$ cat config.mk
export PLATFORM = sky130hd
export DESIGN_NAME = sw_ctrl
export DESIGN_NICKNAME = d
export VERILOG_FILES = /design/src/rtl/sw_pkg.sv /design/src/rtl/sw_btn_cond.sv /design/src/rtl/sw_ctrl.sv
export SDC_FILE = /design/constraint.sdc
export NUM_CORES = 1
export LEC_CHECK = 0
export CORE_MARGIN = 2
export CORE_UTILIZATION = 55
export DETAILED_ROUTE_END_ITERATION = 10
export GPL_ROUTABILITY_DRIVEN = 0
export PLACE_DENSITY = 0.89
export SYNTH_ARGS = -nofsm -noshare
export SYNTH_HDL_FRONTEND = slang
export SYNTH_SLANG_ARGS = --single-unit
$ cat constraint.sdc
create_clock -name clk -period 2.3 [get_ports clk]
set_input_delay 0.46 -clock clk [delete_from_list [all_inputs] [get_ports clk]]
set_output_delay 0.46 -clock clk [all_outputs]
set_load 0.02 [all_outputs]
$ cat src/rtl/sw_pkg.sv
// sw_pkg: shared encodings for the stopwatch run-control sequencer.
//   sw_state_e        : FSM state encoding (also exported on the debug port)
//   DSEL_*            : display source mux codes
//   dsel_of()         : display source selected by a given state
package sw_pkg;

    typedef enum logic [2:0] {
        SW_IDLE = 3'd0,
        SW_RUN  = 3'd1,
        SW_LAP  = 3'd2,
        SW_STOP = 3'd3
    } sw_state_e;

    localparam logic [1:0] DSEL_LIVE = 2'b00;
    localparam logic [1:0] DSEL_LAP  = 2'b01;
    localparam logic [1:0] DSEL_MSG  = 2'b10;

    function automatic logic [1:0] dsel_of(sw_state_e s);
        case (s)
            SW_LAP:  dsel_of = DSEL_LAP;
            SW_RUN,
            SW_STOP: dsel_of = DSEL_LIVE;
            default: dsel_of = DSEL_MSG;
        endcase
    endfunction

endpackage

$ cat src/rtl/sw_btn_cond.sv
// sw_btn_cond: conditions one raw push button into a single-cycle press.
//   clk, rst_n : clock, synchronous active-low reset
//   tick       : 100 Hz pulse used to time the release hold-off
//   btn        : raw asynchronous button, active high
//   press      : one-cycle pulse on each accepted press
module sw_btn_cond #(
    parameter int SYNC_STAGES = 4,
    parameter int DEB_TICKS   = 5
) (
    input  logic clk,
    input  logic rst_n,
    input  logic tick,
    input  logic btn,
    output logic press
);

    localparam logic [2:0] HOLD_LOAD = 3'(DEB_TICKS);

    logic [SYNC_STAGES-1:0] sync_q;
    logic [2:0]             hold_q;
    logic                   held_q;
    logic                   s;
    logic                   held;

    assign s     = sync_q[SYNC_STAGES-1];
    // The counter keeps the button "held" for DEB_TICKS ticks after release,
    // so bounces inside that window just reload it and never re-trigger.
    assign held  = (hold_q != 3'd0);
    assign press = held & ~held_q;

    always_ff @(posedge clk) begin
        if (!rst_n) begin
            sync_q <= '0;
            hold_q <= 3'd0;
            held_q <= 1'b0;
        end else begin
            sync_q <= {sync_q[SYNC_STAGES-2:0], btn};
            if (s)
                hold_q <= HOLD_LOAD;
            else if (tick && held)
                hold_q <= hold_q - 3'd1;
            held_q <= held;
        end
    end

endmodule

$ cat src/rtl/sw_ctrl.sv
// sw_ctrl: run/lap/stop/idle sequencer for the mm:ss.cc stopwatch.
//   clk, rst_n   : clock, synchronous active-low reset
//   tick         : 100 Hz pulse from the prescaler
//   bt_ss, bt_lr : raw start/stop and lap/reset buttons
//   at_max       : counter chain holds 59:59.99
//   count_en     : advance counter chain (combinational)
//   cnt_clr      : clear counter chain (registered pulse)
//   lap_load     : capture live time into lap register (registered pulse)
//   disp_sel     : display source (00 live, 01 lap, 10 idle message)
//   running      : RUN or LAP
//   state        : FSM state for debug
module sw_ctrl
    import sw_pkg::*;
#(
    parameter int SYNC_STAGES = 4,
    parameter int DEB_TICKS   = 5
) (
    input  logic       clk,
    input  logic       rst_n,
    input  logic       tick,
    input  logic       bt_ss,
    input  logic       bt_lr,
    input  logic       at_max,
    output logic       count_en,
    output logic       cnt_clr,
    output logic       lap_load,
    output logic [1:0] disp_sel,
    output logic       running,
    output logic [2:0] state
);

    localparam int NUM_BTN = 2;
    localparam int BTN_SS  = 0;
    localparam int BTN_LR  = 1;

    logic [NUM_BTN-1:0] raw;
    logic [NUM_BTN-1:0] press;

    assign raw = {bt_lr, bt_ss};

    for (genvar b = 0; b < NUM_BTN; b++) begin : g_btn
        sw_btn_cond #(
            .SYNC_STAGES (SYNC_STAGES),
            .DEB_TICKS   (DEB_TICKS)
        ) u_cond (
            .clk   (clk),
            .rst_n (rst_n),
            .tick  (tick),
            .btn   (raw[b]),
            .press (press[b])
        );
    end

    sw_state_e  state_q, state_d;
    logic       lap_load_q, lap_load_d;
    logic       cnt_clr_q, cnt_clr_d;
    logic [1:0] disp_sel_q;
    logic       running_q;
    logic       counting;

    assign counting = (state_q == SW_RUN) | (state_q == SW_LAP);
    assign count_en = tick & counting & ~at_max;

    // Saturation beats both buttons; start/stop beats lap/reset.
    always_comb begin
        state_d    = state_q;
        lap_load_d = 1'b0;
        cnt_clr_d  = 1'b0;
        if (counting && tick && at_max) begin
            state_d = SW_STOP;
        end else if (press[BTN_SS]) begin
            case (state_q)
                SW_IDLE: state_d = SW_RUN;
                SW_RUN:  state_d = SW_STOP;
                SW_LAP:  state_d = SW_STOP;
                SW_STOP: state_d = SW_RUN;
                default: state_d = SW_IDLE;
            endcase
        end else if (press[BTN_LR]) begin
            case (state_q)
                SW_IDLE: cnt_clr_d = 1'b1;
                SW_RUN,
                SW_LAP: begin
                    state_d    = SW_LAP;
                    lap_load_d = 1'b1;
                end
                SW_STOP: begin
                    state_d   = SW_IDLE;
                    cnt_clr_d = 1'b1;
                end
                default: state_d = SW_IDLE;
            endcase
        end
    end

    always_ff @(posedge clk) begin
        if (!rst_n) begin
            state_q    <= SW_IDLE;
            lap_load_q <= 1'b0;
            cnt_clr_q  <= 1'b1;
            disp_sel_q <= DSEL_MSG;
            running_q  <= 1'b0;
        end else begin
            state_q    <= state_d;
            lap_load_q <= lap_load_d;
            cnt_clr_q  <= cnt_clr_d;
            disp_sel_q <= dsel_of(state_d);
            running_q  <= (state_d == SW_RUN) | (state_d == SW_LAP);
        end
    end

    assign cnt_clr  = cnt_clr_q;
    assign lap_load = lap_load_q;
    assign disp_sel = disp_sel_q;
    assign running  = running_q;
    assign state    = state_q;

endmodule

==> results of run 1 <==
==> cell usage in the layout (no fill, tap or decap) <==
| cell type | instances |
|---|---|
| dfxtp_1 | 22 |
| clkdlybuf4s50_1 | 14 |
| and2_1 | 11 |
| inv_1 | 5 |
| nor2_1 | 5 |
| nand2_1 | 5 |
| o21a_1 | 5 |
| a31oi_1 | 4 |
| ha_1 | 4 |
| buf_4 | 4 |
| xnor2_1 | 3 |
| clkbuf_4 | 3 |
| nand2b_1 | 2 |
| a2111oi_2 | 2 |
| nor3b_1 | 2 |
| nand3b_1 | 2 |
| a211oi_1 | 2 |
| dfxtp_2 | 2 |
| xor2_2 | 1 |
| and3_2 | 1 |
| and2b_1 | 1 |
| nand2b_4 | 1 |
| o31ai_1 | 1 |
| nor2b_1 | 1 |
| o31a_2 | 1 |
| o21ai_0 | 1 |
| nand3_2 | 1 |
| and2_2 | 1 |
| a21oi_2 | 1 |
| o22a_1 | 1 |
| o22ai_1 | 1 |
| or2b_1 | 1 |
| nor3_1 | 1 |
==> metal layers <==
metal  wire [um]  vias up  part of all wire [%]  GRT usage [%]
met4          12        0                  0.68           8.57
li1            -      354                     -              -
met1         794      327                    45           25.0
met5           0        -                     0              0
met2         876       16                    50           28.3
met3          69        2                   3.9           3.53
==> critical path, delay by kind of cell <==
kind          cells  cell delay [ns]
simple gates      2             0.27
buf+inv           2             1.02
==> power breakdown <==
part           switching, W  internal, W  leakage, nW
logic              0.000384     0.000358        0.249
clock network      0.000113    0.0000611       0.0138
registers         0.0000622     0.000522        0.198
total              0.000559     0.000941        0.461
==> worst max path at each step <==
stage	slack, ns	startpoint	to	cells after the start
3_3_place_gp	0.10	at_max	count_en	4
4_1_cts	0.04	state[0]	count_en	3
6_report	0.09	at_max	count_en	4
5_1_grt	0.01	at_max	count_en	4
3_5_place_dp	0.08	at_max	count_en	4
2_1_floorplan	0.70	state[0]	count_en	3
==> registers in the layout (all words and copies together), names as in the netlist <==
register / flops
state: 3
lap_load: 1
g_btn.u_cond.sync_q: 8
cnt_clr: 1
running: 1
g_btn.u_cond.hold_q: 6
g_btn.u_cond.held_q: 2
disp_sel: 2
==> layout make-up <==
cell class | instances | area share (%)
tap | 25 | 2.64
clock buffer | 3 | 1.90
sequential | 24 | 40.7
timing repair buffer | 18 | 14.3
multi-input combinational | 62 | 38.8
inverter | 5 | 1.58
==> timing repair <==
| action | CTS | global route |
|---|---|---|
| buffers inserted | 0 | 0 |
| endpoints found under the hold margin | 0 | 0 |
| gates resized for setup | 0 | 2 |
| endpoints found under the setup margin | 0 | 1 |
==> cell families after synthesis <==
group,Yosys count
compound gates,19
xor+xnor,4
fa+ha+maj,4
buf+inv,10
flops,24
simple gates,35
==> metrics by stage <==
stage	instances	util (%)	hold slack [ns]	worst slack (ns)
2_1_floorplan	96	-	0.412	0.701
3_3_place_gp	134	68.0	0.414	0.105
3_5_place_dp	134	68.0	0.422	0.0837
4_1_cts	137	69.3	0.450	0.0420
5_1_grt	137	69.5	0.468	0.0148
6_report	137	69.5	0.444	0.0910
==> out/qor.csv, run 1 <==
metric;value;unit
Worst Max-Slew Pin Slew;0.604;ns
endpoints failing setup;0;
diode count;0;
initial antenna violation count;0;
Seq cells post-synth;24;
mean number of vias per cell;5.10;
net count after synthesis;106;
ratio of cells with drive above 1 in the final layout;16.1;%
depth of the most critical reg-to-reg path;6;
prevailing post-synth register cell;dfxtp_1;
largest net degree at the start of global routing;19;
cell with the largest stage delay on the worst path;clkdlybuf4s50_1;
Worst slew margin;59.7;%
cell-by-cell trace of the critical path;clkdlybuf4s50_1 > nor2_1 > and3_2 > clkdlybuf4s50_1;
area fraction in and, or, nand and nor cells after synthesis;21.8;%
port bufs;14;
instance count along the most critical hold path;1;
global-route wire length before repair;2770;um
worst reg-to-reg setup slack;0.69;ns
portion of the post-synthesis area used by sequential elements;48.9;%
endpoint with the worst hold slack;g_btn[0].u_cond.sync_q[1];
minimum period implied by the final worst setup slack;2.21;ns
placement-stage cell area;1160;um2
xor-xnor portion of the synthesized cell area;4.33;%
remaining design rule violation count;0;
hold buffers post-CTS;0;
Syn Std Cell Area;983;um2
leading cell types by count after synthesis;dfxtp_1, and2_1;
TritonCTS Sinks;24;
final antenna-violating net count;0;
beginning of the worst hold path;g_btn[0].u_cond.sync_q[0];
cell with the most instances after synthesis;dfxtp_1;
number of distinct library cells after synthesis;32;
final worst path period share;96.0;%
final max-slew violation count;0;
largest fanout on the critical path;2;
number of vias in the routed layout;699;
horizontal extent of the die;46.3;um
net count reported at finish;124;
post-route cell area;1190;um2
synthesized-area fraction occupied by ao, oa, aoi and oai cells;15.6;%
overall fraction of global-route tracks in use;18.5;%
largest family of logic cells by synthesized area;simple AND/OR/NAND/NOR gates;
clock root buffer;clkbuf_4;
Worst EP required;1.84;ns
number of hold-slack violations in the final timing report;0;
number of buffers between clock root and the deepest sink;2;
Placeable Area;1710;um2
worst vdd ir;0.722;mV
type of the worst min-delay path;reg -> reg;
drt pass-1 iters;4;
Storage cell area;483;um2
multiplexer area fraction after synthesis;0;%
Initial Utilization;57.6;%
Setup CP Type;in -> out;
CP most frequent cell;clkdlybuf4s50_1;
Design Power;0.00150;W
f_max;0.453;GHz
Post-synth EDFFs;0;
TritonCTS clock tree;done;
average wire length per cell after detail routing;12.8;um
gate count after technology mapping;96;
setup repair after global routing missed its margin;no;
reg-to-reg critical path endpoint;state[0];
cell leakage power;0.461;nW
number of rows in the core area;15;
startpoint class of the critical path;input pin;
clock skew;0.00956;ns
status;finished clean;
sum of overflow across all layers after global routing;0;
proportion of netlist area held by the largest area contributor;48.9;%
total of max-cap violations;0;
share of flip-flops with an asynchronous set or reset after synthesis;0;%
Clock Latency Late Sink;0.30;ns
Final TNS setup;0;ns
drt total wl;1750;um
mean area per synthesized cell;10.2;um2
Area growth, synth to finish;20.6;%
top cell type by total area after synthesis;dfxtp_1;
total of fill cells in the finished design;133;
total power density per cell area;1260;nW/um2
endpoint kind of the worst setup timing path;primary output;
total I/O pin count;15;
post-detailed-placement half-perimeter wirelength;1280;um
reg-to-reg critical path startpoint;g_btn[0].u_cond.hold_q[0];
Die Area;2140;um2
height of the die;46.3;um
clock transition at the register clock pins on the worst setup and hold paths after CTS;0.11;ns
violation count after the first detailed-routing iteration;6;
delay of the slowest critical-path stage;0.59;ns
Worst Path Arrival;1.75;ns
area occupied by multi-input gates;460;um2
via count of the first global-routing pass;635;
total CTS buffers;3;
number of warnings printed during yosys synthesis;0;
arithmetic-cell share of the synthesized area counting full adders, half adders and majority gates;5.09;%
H-tree depth;1;
cell types with the largest area share after synthesis;dfxtp_1, and2_1, ha_1, o21a_1, a2111oi_2;
Note: power is estimated with default switching activity, not from simulation.
==> run 2, diff against run 1 <==
--- a/config.mk
+++ b/config.mk
@@ -5,6 +5,7 @@
 export SDC_FILE = /design/constraint.sdc
 export NUM_CORES = 1
 export LEC_CHECK = 0
+export ABC_AREA = 1
 export CORE_MARGIN = 2
 export CORE_UTILIZATION = 55
 export DETAILED_ROUTE_END_ITERATION = 10
==> run 2 against run 1 <==
Net effect:
- design area grew 4.4%
- setup slack gained 0.34 ns
- clock-buffer cell count is the same
- utilization grew 1.5 points
- clock power is essentially flat
- sequential power shrank 4.5%
- register-to-register slack gained 0.21 ns
- clock skew shrank 0.0067 ns
- sequential cell count is the same
- combinational power shrank 1%
- largest cell class unchanged
==> out/qor.csv, run 2 <==
metric;value;unit;change
status;finished clean;;
Setup CP Type;in -> out;;
Clock Latency Late Sink;0.31;ns;about the same
Placeable Area;1750;um2;+2.2%
number of warnings printed during yosys synthesis;0;;unchanged
TritonCTS Sinks;24;;unchanged
endpoint kind of the worst setup timing path;primary output;;
initial antenna violation count;0;;unchanged
overall fraction of global-route tracks in use;18.6;%;+0.076 points
Final TNS setup;0;ns;unchanged
Syn Std Cell Area;1040;um2;+5.6%
placement-stage cell area;1210;um2;+4.5%
arithmetic-cell share of the synthesized area counting full adders, half adders and majority gates;4.82;%;-0.27 points
area fraction in and, or, nand and nor cells after synthesis;28.7;%;+6.9 points
clock skew;0.00286;ns;-0.00670 ns
total CTS buffers;3;;unchanged
largest register by flop count;g_btn.u_cond.sync_q;;
net count after synthesis;143;;+35%
Worst slew margin;83.3;%;+24 points
start point of the critical path;tick;;
final antenna-violating net count;0;;unchanged
global-route met3 utilization;2.26;%;-1.3 points
minimum period implied by the final worst setup slack;1.87;ns;-0.336 ns
setup repair after global routing missed its margin;no;;
synthesized-area fraction occupied by ao, oa, aoi and oai cells;7.35;%;-8.3 points
H-tree depth;1;;unchanged
total I/O pin count;15;;unchanged
f_max;0.534;GHz;+18%
mean area per synthesized cell;7.81;um2;-24%
final worst path period share;81.4;%;-15 points
Area growth, synth to finish;19.3;%;
delay of the slowest critical-path stage;0.50;ns;-0.09 ns
buffer count from post-CTS setup fixing;0;;unchanged
share of flip-flops with an asynchronous set or reset after synthesis;0;%;unchanged
number of distinct library cells after synthesis;22;;-31%
crit path capture;count_en;;
height of the die;47.5;um;+2.5%
total of max-cap violations;0;;unchanged
Die Area;2250;um2;+5.1%
drt total wl;1750;um;about the same
drt pass-1 iters;4;;unchanged
final max-slew violation count;0;;unchanged
share of total power in sequential cells;38.2;%;-0.8 points
xor-xnor portion of the synthesized cell area;0;%;-4.3 points
prevailing post-synth register cell;dfxtp_1;;
diode count;0;;unchanged
met1 Resource Use GR;20.0;%;-5.0 points
multiplexer area fraction after synthesis;0;%;unchanged
cell with the most instances after synthesis;nand2_1;;
startpoint class of the critical path;input pin;;
top cell type by total area after synthesis;dfxtp_1;;
cell types with the largest area share after synthesis;dfxtp_1, nand2_1, inv_1, nand2_2, ha_1;;
largest net degree at the start of global routing;17;;-2
largest fanout on the critical path;2;;unchanged
cell leakage power;0.660;nW;+43%
most crowded layer after global routing;met2;;
Seq cells post-synth;24;;unchanged
TritonCTS clock tree;done;;
Internal Pwr Total;0.000856;W;-9.0%
reg-to-reg critical path startpoint;g_btn[0].u_cond.hold_q[0];;
violation count after the first detailed-routing iteration;13;;+7
average wire length per cell after detail routing;10.0;um;-22%
post-detailed-placement half-perimeter wirelength;1390;um;+8.4%
worst reg-to-reg setup slack;0.90;ns;+0.21 ns
number of buffers between clock root and the deepest sink;2;;unchanged
ratio of cells with drive above 1 in the final layout;18.7;%;+2.6 points
endpoints failing setup;0;;unchanged
number of rows in the core area;15;;unchanged
clock root buffer;clkbuf_4;;
Worst Path Arrival;1.41;ns;-0.34 ns
proportion of netlist area held by the largest area contributor;46.3;%;-2.6 points
net count reported at finish;162;;+31%
area occupied by multi-input gates;424;um2;-7.9%
portion of the post-synthesis area used by sequential elements;46.3;%;-2.6 points
Sw Share;41.4;%;+4.1 points
sum of overflow across all layers after global routing;0;;unchanged
depth of the most critical reg-to-reg path;10;;+4
most common cell after layout, fill and taps aside;nand2_1;;
most used cells in the layout excluding fill and tap cells;nand2_1, inv_1, dfxtp_1, clkdlybuf4s50_1, nand2_2;;
Clk network pwr share;11.8;%;+0.2 points
type of the worst min-delay path;reg -> reg;;
global-route wire length before repair;2950;um;+6.2%
Initial Utilization;59.5;%;+1.9 points
gate count after technology mapping;133;;+39%
post-route cell area;1240;um2;+4.4%
Worst Max-Slew Pin Slew;0.250;ns;-0.354 ns
total of fill cells in the finished design;146;;+9.8%
clock transition at the register clock pins on the worst setup and hold paths after CTS;0.11;ns;about the same
largest family of logic cells by synthesized area;simple AND/OR/NAND/NOR gates;;
max FFs per register;8;;unchanged
Storage cell area;480;um2;-0.52%
number of hold-slack violations in the final timing report;0;;unchanged
horizontal extent of the die;47.5;um;+2.5%
worst vdd ir;0.623;mV;-14%
mean number of vias per cell;4.75;;-6.8%
cell-by-cell trace of the critical path;clkdlybuf4s50_1 > nand4_2 > nor2_1 > dlymetal6s2s_1;;
number of vias in the routed layout;832;;+19%
net switching power figure;0.000604;W;+8.1%
port bufs;14;;unchanged
combinational share of power;50.0;%;+0.5 points
reg-to-reg critical path endpoint;running;;
cell with the largest stage delay on the worst path;clkdlybuf4s50_1;;
global-route met2 utilization;36.5;%;+8.2 points
remaining design rule violation count;0;;unchanged
total power density per cell area;1180;nW/um2;-6.8%
Post-synth EDFFs;0;;unchanged
Worst EP required;1.84;ns;about the same
leading cell types by count after synthesis;nand2_1, inv_1, dfxtp_1;;
via count of the first global-routing pass;775;;+22%
==> run 2: cell count changes in the layout (fill, tap and decap cells not counted), moves of 9 or more <==
cell | previous run | this run
nand2_1 | 5 | 27
inv_1 | 5 | 26
nand2_2 | 0 | 9
and2_1 | 11 | 0
==> run 2: per-layer routing <==
| metal | up-vias | routed length (um) |
|---|---|---|
| li1 | 435 | - |
| met1 | 376 | 754 |
| met2 | 19 | 916 |
| met3 | 2 | 57 |
| met4 | 0 | 23 |
| met5 | - | 0 |
==> run 2: timing repair <==
item / in CTS / in global routing
gates resized for setup: 0 / 1
endpoints found under the hold margin: 0 / 0
hold buffers: 0 / 0
setup endpoints to repair: 0 / 1
==> run 2: critical path: cells and delay by family <==
family | cells | cell delay (ns)
and+or+nand+nor | 2 | 0.23
buffers and inverters | 2 | 0.73
==> run 2: final cells by class <==
type	instances	area share, %
Multi-Input combinational cell	75	34.2
Tap cell	25	2.53
Clock buffer	3	1.82
Timing Repair Buffer	16	12.7
Sequential cell	24	38.8
Inverter	32	9.90
==> run 2: power by group through the flow <==
stage | registers, W | logic [W] | clock network (W)
6_report | 0.000558 | 0.000731 | 0.000172
5_1_grt | 0.000567 | 0.000831 | 0.000187
4_1_cts | 0.000558 | 0.000734 | 0.000180
3_5_place_dp | 0.000568 | 0.000729 | 0
3_3_place_gp | 0.000561 | 0.000698 | 0
2_1_floorplan | 0.000612 | 0.000490 | 0
==> run 2: worst min-delay path by stage <==
stage                              startpoint                   endpoint  slack (ns)  cells past startpoint
floorplan           g_btn[0].u_cond.sync_q[0]  g_btn[0].u_cond.sync_q[1]        0.39                      2
global placement    g_btn[0].u_cond.sync_q[1]  g_btn[0].u_cond.sync_q[2]        0.39                      2
detailed placement  g_btn[0].u_cond.sync_q[0]  g_btn[0].u_cond.sync_q[1]        0.40                      2
CTS                 g_btn[0].u_cond.sync_q[0]  g_btn[0].u_cond.sync_q[1]        0.43                      2
global route        g_btn[0].u_cond.sync_q[0]  g_btn[0].u_cond.sync_q[1]        0.45                      2
finish              g_btn[0].u_cond.sync_q[0]  g_btn[0].u_cond.sync_q[1]        0.42                      2
==> run 2: through the flow <==
| step | util [%] | cells | worst slack [ns] | total power [W] | hold slack (ns) |
|---|---|---|---|---|---|
| 2_1_floorplan | - | 133 | 0.804 | 0.00110 | 0.390 |
| 3_3_place_gp | 69.5 | 172 | 0.0773 | 0.00126 | 0.393 |
| 3_5_place_dp | 69.5 | 172 | 0.0344 | 0.00130 | 0.401 |
| 4_1_cts | 70.8 | 175 | 0.0354 | 0.00147 | 0.428 |
| 5_1_grt | 71.0 | 175 | 0.354 | 0.00159 | 0.452 |
| 6_report | 71.0 | 175 | 0.427 | 0.00146 | 0.424 |
==> run 2: cell families (layout without fill, tap and decap cells) <==
group | after synthesis | in the layout
AOI/OAI and AO/OA | 14 | 14
adders and majority gates | 4 | 4
buffers and inverters | 34 | 51
DFF | 24 | 24
and+or+nand+nor | 57 | 57
==> run 3, diff against run 2 <==
--- a/config.mk
+++ b/config.mk
@@ -7,10 +7,10 @@
 export LEC_CHECK = 0
 export ABC_AREA = 1
 export CORE_MARGIN = 2
-export CORE_UTILIZATION = 55
+export CORE_UTILIZATION = 52
 export DETAILED_ROUTE_END_ITERATION = 10
 export GPL_ROUTABILITY_DRIVEN = 0
-export PLACE_DENSITY = 0.89
+export PLACE_DENSITY = 0.85
 export SYNTH_ARGS = -nofsm -noshare
 export SYNTH_HDL_FRONTEND = slang
 export SYNTH_SLANG_ARGS = --single-unit
==> constraint.sdc (replaced) <==
create_clock -name clk -period 1.8 [get_ports clk]
set_input_delay 0.36 -clock clk [delete_from_list [all_inputs] [get_ports clk]]
set_output_delay 0.36 -clock clk [all_outputs]
set_load 0.02 [all_outputs]
==> run 3 against run 2 <==
Net effect:
- setup slack got worse by 0.35 ns
- clock power rose by 29%
- clock skew rose by 0.0049 ns
- final cell count rose by 2.3%
- total power rose by 28%
- first-iteration DRC count up 15%
- sequential power increased by 27%
==> out/qor.csv, run 3 (synthesized netlist as in run 2, its figures left out) <==
metric;value;unit;change
status;finished clean;;
H-tree depth;1;;unchanged
drt total wl;1730;um;-1.0%
number of buffers between clock root and the deepest sink;2;;unchanged
average wire length per cell after detail routing;9.69;um;-3.2%
global-route wire length before repair;2920;um;-0.95%
share of total power in sequential cells;38.0;%;-0.2 points
area occupied by multi-input gates;424;um2;unchanged
Placeable Area;1920;um2;+10%
Die Area;2370;um2;+5.3%
clock transition at the register clock pins on the worst setup and hold paths after CTS;0.12;ns;about the same
Internal Pwr Total;0.00110;W;+29%
post-detailed-placement half-perimeter wirelength;1330;um;-4.5%
drt pass-1 iters;4;;unchanged
most used cells in the layout excluding fill and tap cells;nand2_1, inv_1, dfxtp_1, clkdlybuf4s50_1, nand2_2;;
Worst slew margin;82.2;%;-1.1 points
Worst Max-Slew Pin Slew;0.266;ns;+0.0167 ns
most common cell after layout, fill and taps aside;nand2_1;;
largest net degree at the start of global routing;17;;unchanged
ratio of cells with drive above 1 in the final layout;20.4;%;+1.7 points
diode count;0;;unchanged
placement-stage cell area;1230;um2;+1.4%
net count reported at finish;164;;+1.2%
start point of the critical path;state[0];;
initial antenna violation count;0;;unchanged
worst vdd ir;0.802;mV;+29%
startpoint class of the critical path;flip-flop;;
height of the die;48.7;um;+2.6%
Critical Path Stages;1;;-3
total power density per cell area;1500;nW/um2;+27%
reg-to-reg critical path startpoint;g_btn[0].u_cond.hold_q[0];;
horizontal extent of the die;48.7;um;+2.6%
clock root buffer;clkbuf_4;;
reg-to-reg critical path endpoint;running;;
cell-by-cell trace of the critical path;clkdlybuf4s50_1;;
number of hold-slack violations in the final timing report;0;;unchanged
setup repair after global routing missed its margin;no;;
Worst EP required;1.44;ns;-0.40 ns
type of the worst min-delay path;reg -> reg;;
placed cells;176;;+2.3%
TritonCTS Sinks;24;;unchanged
final antenna-violating net count;0;;unchanged
TritonCTS clock tree;done;;
depth of the most critical reg-to-reg path;10;;unchanged
total I/O pin count;15;;unchanged
remaining design rule violation count;0;;unchanged
worst reg-to-reg setup slack;0.39;ns;-0.51 ns
clock skew;0.00775;ns;+0.00489 ns
f_max;0.580;GHz;
kind of cell adding the most delay to the critical path;buffers and inverters;;
CP bufs+invs;1;;-1
cell leakage power;0.653;nW;-1.0%
total of fill cells in the finished design;178;;+22%
total of max-cap violations;0;;unchanged
total CTS buffers;3;;unchanged
sum of overflow across all layers after global routing;0;;unchanged
Clk network pwr share;11.9;%;about the same
mean number of vias per cell;4.60;;-3.2%
violation count after the first detailed-routing iteration;15;;+2
buffer count from post-CTS setup fixing;0;;unchanged
number of vias in the routed layout;824;;-0.96%
final max-slew violation count;0;;unchanged
via count of the first global-routing pass;755;;-2.6%
final worst path period share;95.7;%;
endpoints failing setup;0;;unchanged
cell with the largest stage delay on the worst path;clkdlybuf4s50_1;;
minimum period implied by the final worst setup slack;1.72;ns;
max FFs per register;8;;unchanged
Clock Latency Late Sink;0.31;ns;about the same
largest register by flop count;g_btn.u_cond.sync_q;;
crit path capture;state[0];;
Area growth, synth to finish;20.2;%;
largest fanout on the critical path;5;;+3
Setup CP Type;reg -> out;;
port bufs;14;;unchanged
non-filler instance count after layout;179;;+2.3%
Storage cell area;480;um2;unchanged
beginning of the worst hold path;g_btn[0].u_cond.sync_q[2];;
Sw Share;41.1;%;-0.30 points
overall fraction of global-route tracks in use;15.3;%;-3.3 points
number of rows in the core area;16;;+1
endpoint kind of the worst setup timing path;primary output;;
combinational share of power;50.1;%;about the same
Initial Utilization;54.0;%;-5.5 points
post-route cell area;1250;um2;+0.81%
net switching power figure;0.000767;W;+27%
delay of the slowest critical-path stage;0.64;ns;+0.14 ns
Worst Path Arrival;1.36;ns;-0.05 ns
## run 3: worst min-delay path by stage
stage | endpoint | slack (ns) | cells after the start
after floorplan | g_btn[0].u_cond.sync_q[1] | 0.39 | 2
after global placement | g_btn[0].u_cond.sync_q[3] | 0.39 | 2
after detailed placement | g_btn[0].u_cond.sync_q[3] | 0.40 | 2
after CTS | g_btn[0].u_cond.sync_q[3] | 0.43 | 2
after global routing | g_btn[0].u_cond.sync_q[3] | 0.44 | 2
final | g_btn[0].u_cond.sync_q[3] | 0.42 | 2
## run 3: metal layers
| metal | GRT usage (%) | wire length [um] |
|---|---|---|
| met1 | 17.0 | 776 |
| met2 | 29.0 | 886 |
| met3 | 2.16 | 48 |
| met4 | 5.71 | 23 |
| met5 | 0 | 0 |
## run 3: final cells by class
type	instances	area share, %
flip-flops and latches	24	38.5
repair buffers	18	13.2
multi-input cells	75	34.0
clock buffers	3	1.80
inverters	32	9.82
well taps	27	2.71
## run 3: timing repair
item | in CTS | in global routing
setup endpoints to repair | 1 | 1
hold buffers | 0 | 0
gates resized for setup | 1 | 2
pin swaps | 0 | 0
## run 3: power by group through the flow
stage / registers [W] / logic (W) / clock network (W)
CTS: 0.000709 / 0.000939 / 0.000230
floorplan: 0.000782 / 0.000626 / 0
global placement: 0.000716 / 0.000902 / 0
detailed placement: 0.000721 / 0.000936 / 0
global route: 0.000724 / 0.00104 / 0.000244
finish: 0.000710 / 0.000936 / 0.000222
## run 3: stage by stage
step,util [%],TNS [ns],total power (W),hold slack (ns),setup slack [ns]
final,65.0,0,0.00187,0.425,0.0768
after global routing,65.0,0,0.00201,0.435,0.0423
after CTS,65.2,0,0.00188,0.427,0.0131
after detailed placement,64.1,-0.265,0.00166,0.401,-0.265
after global placement,64.1,-0.214,0.00162,0.391,-0.214
after floorplan,-,0,0.00141,0.390,0.404
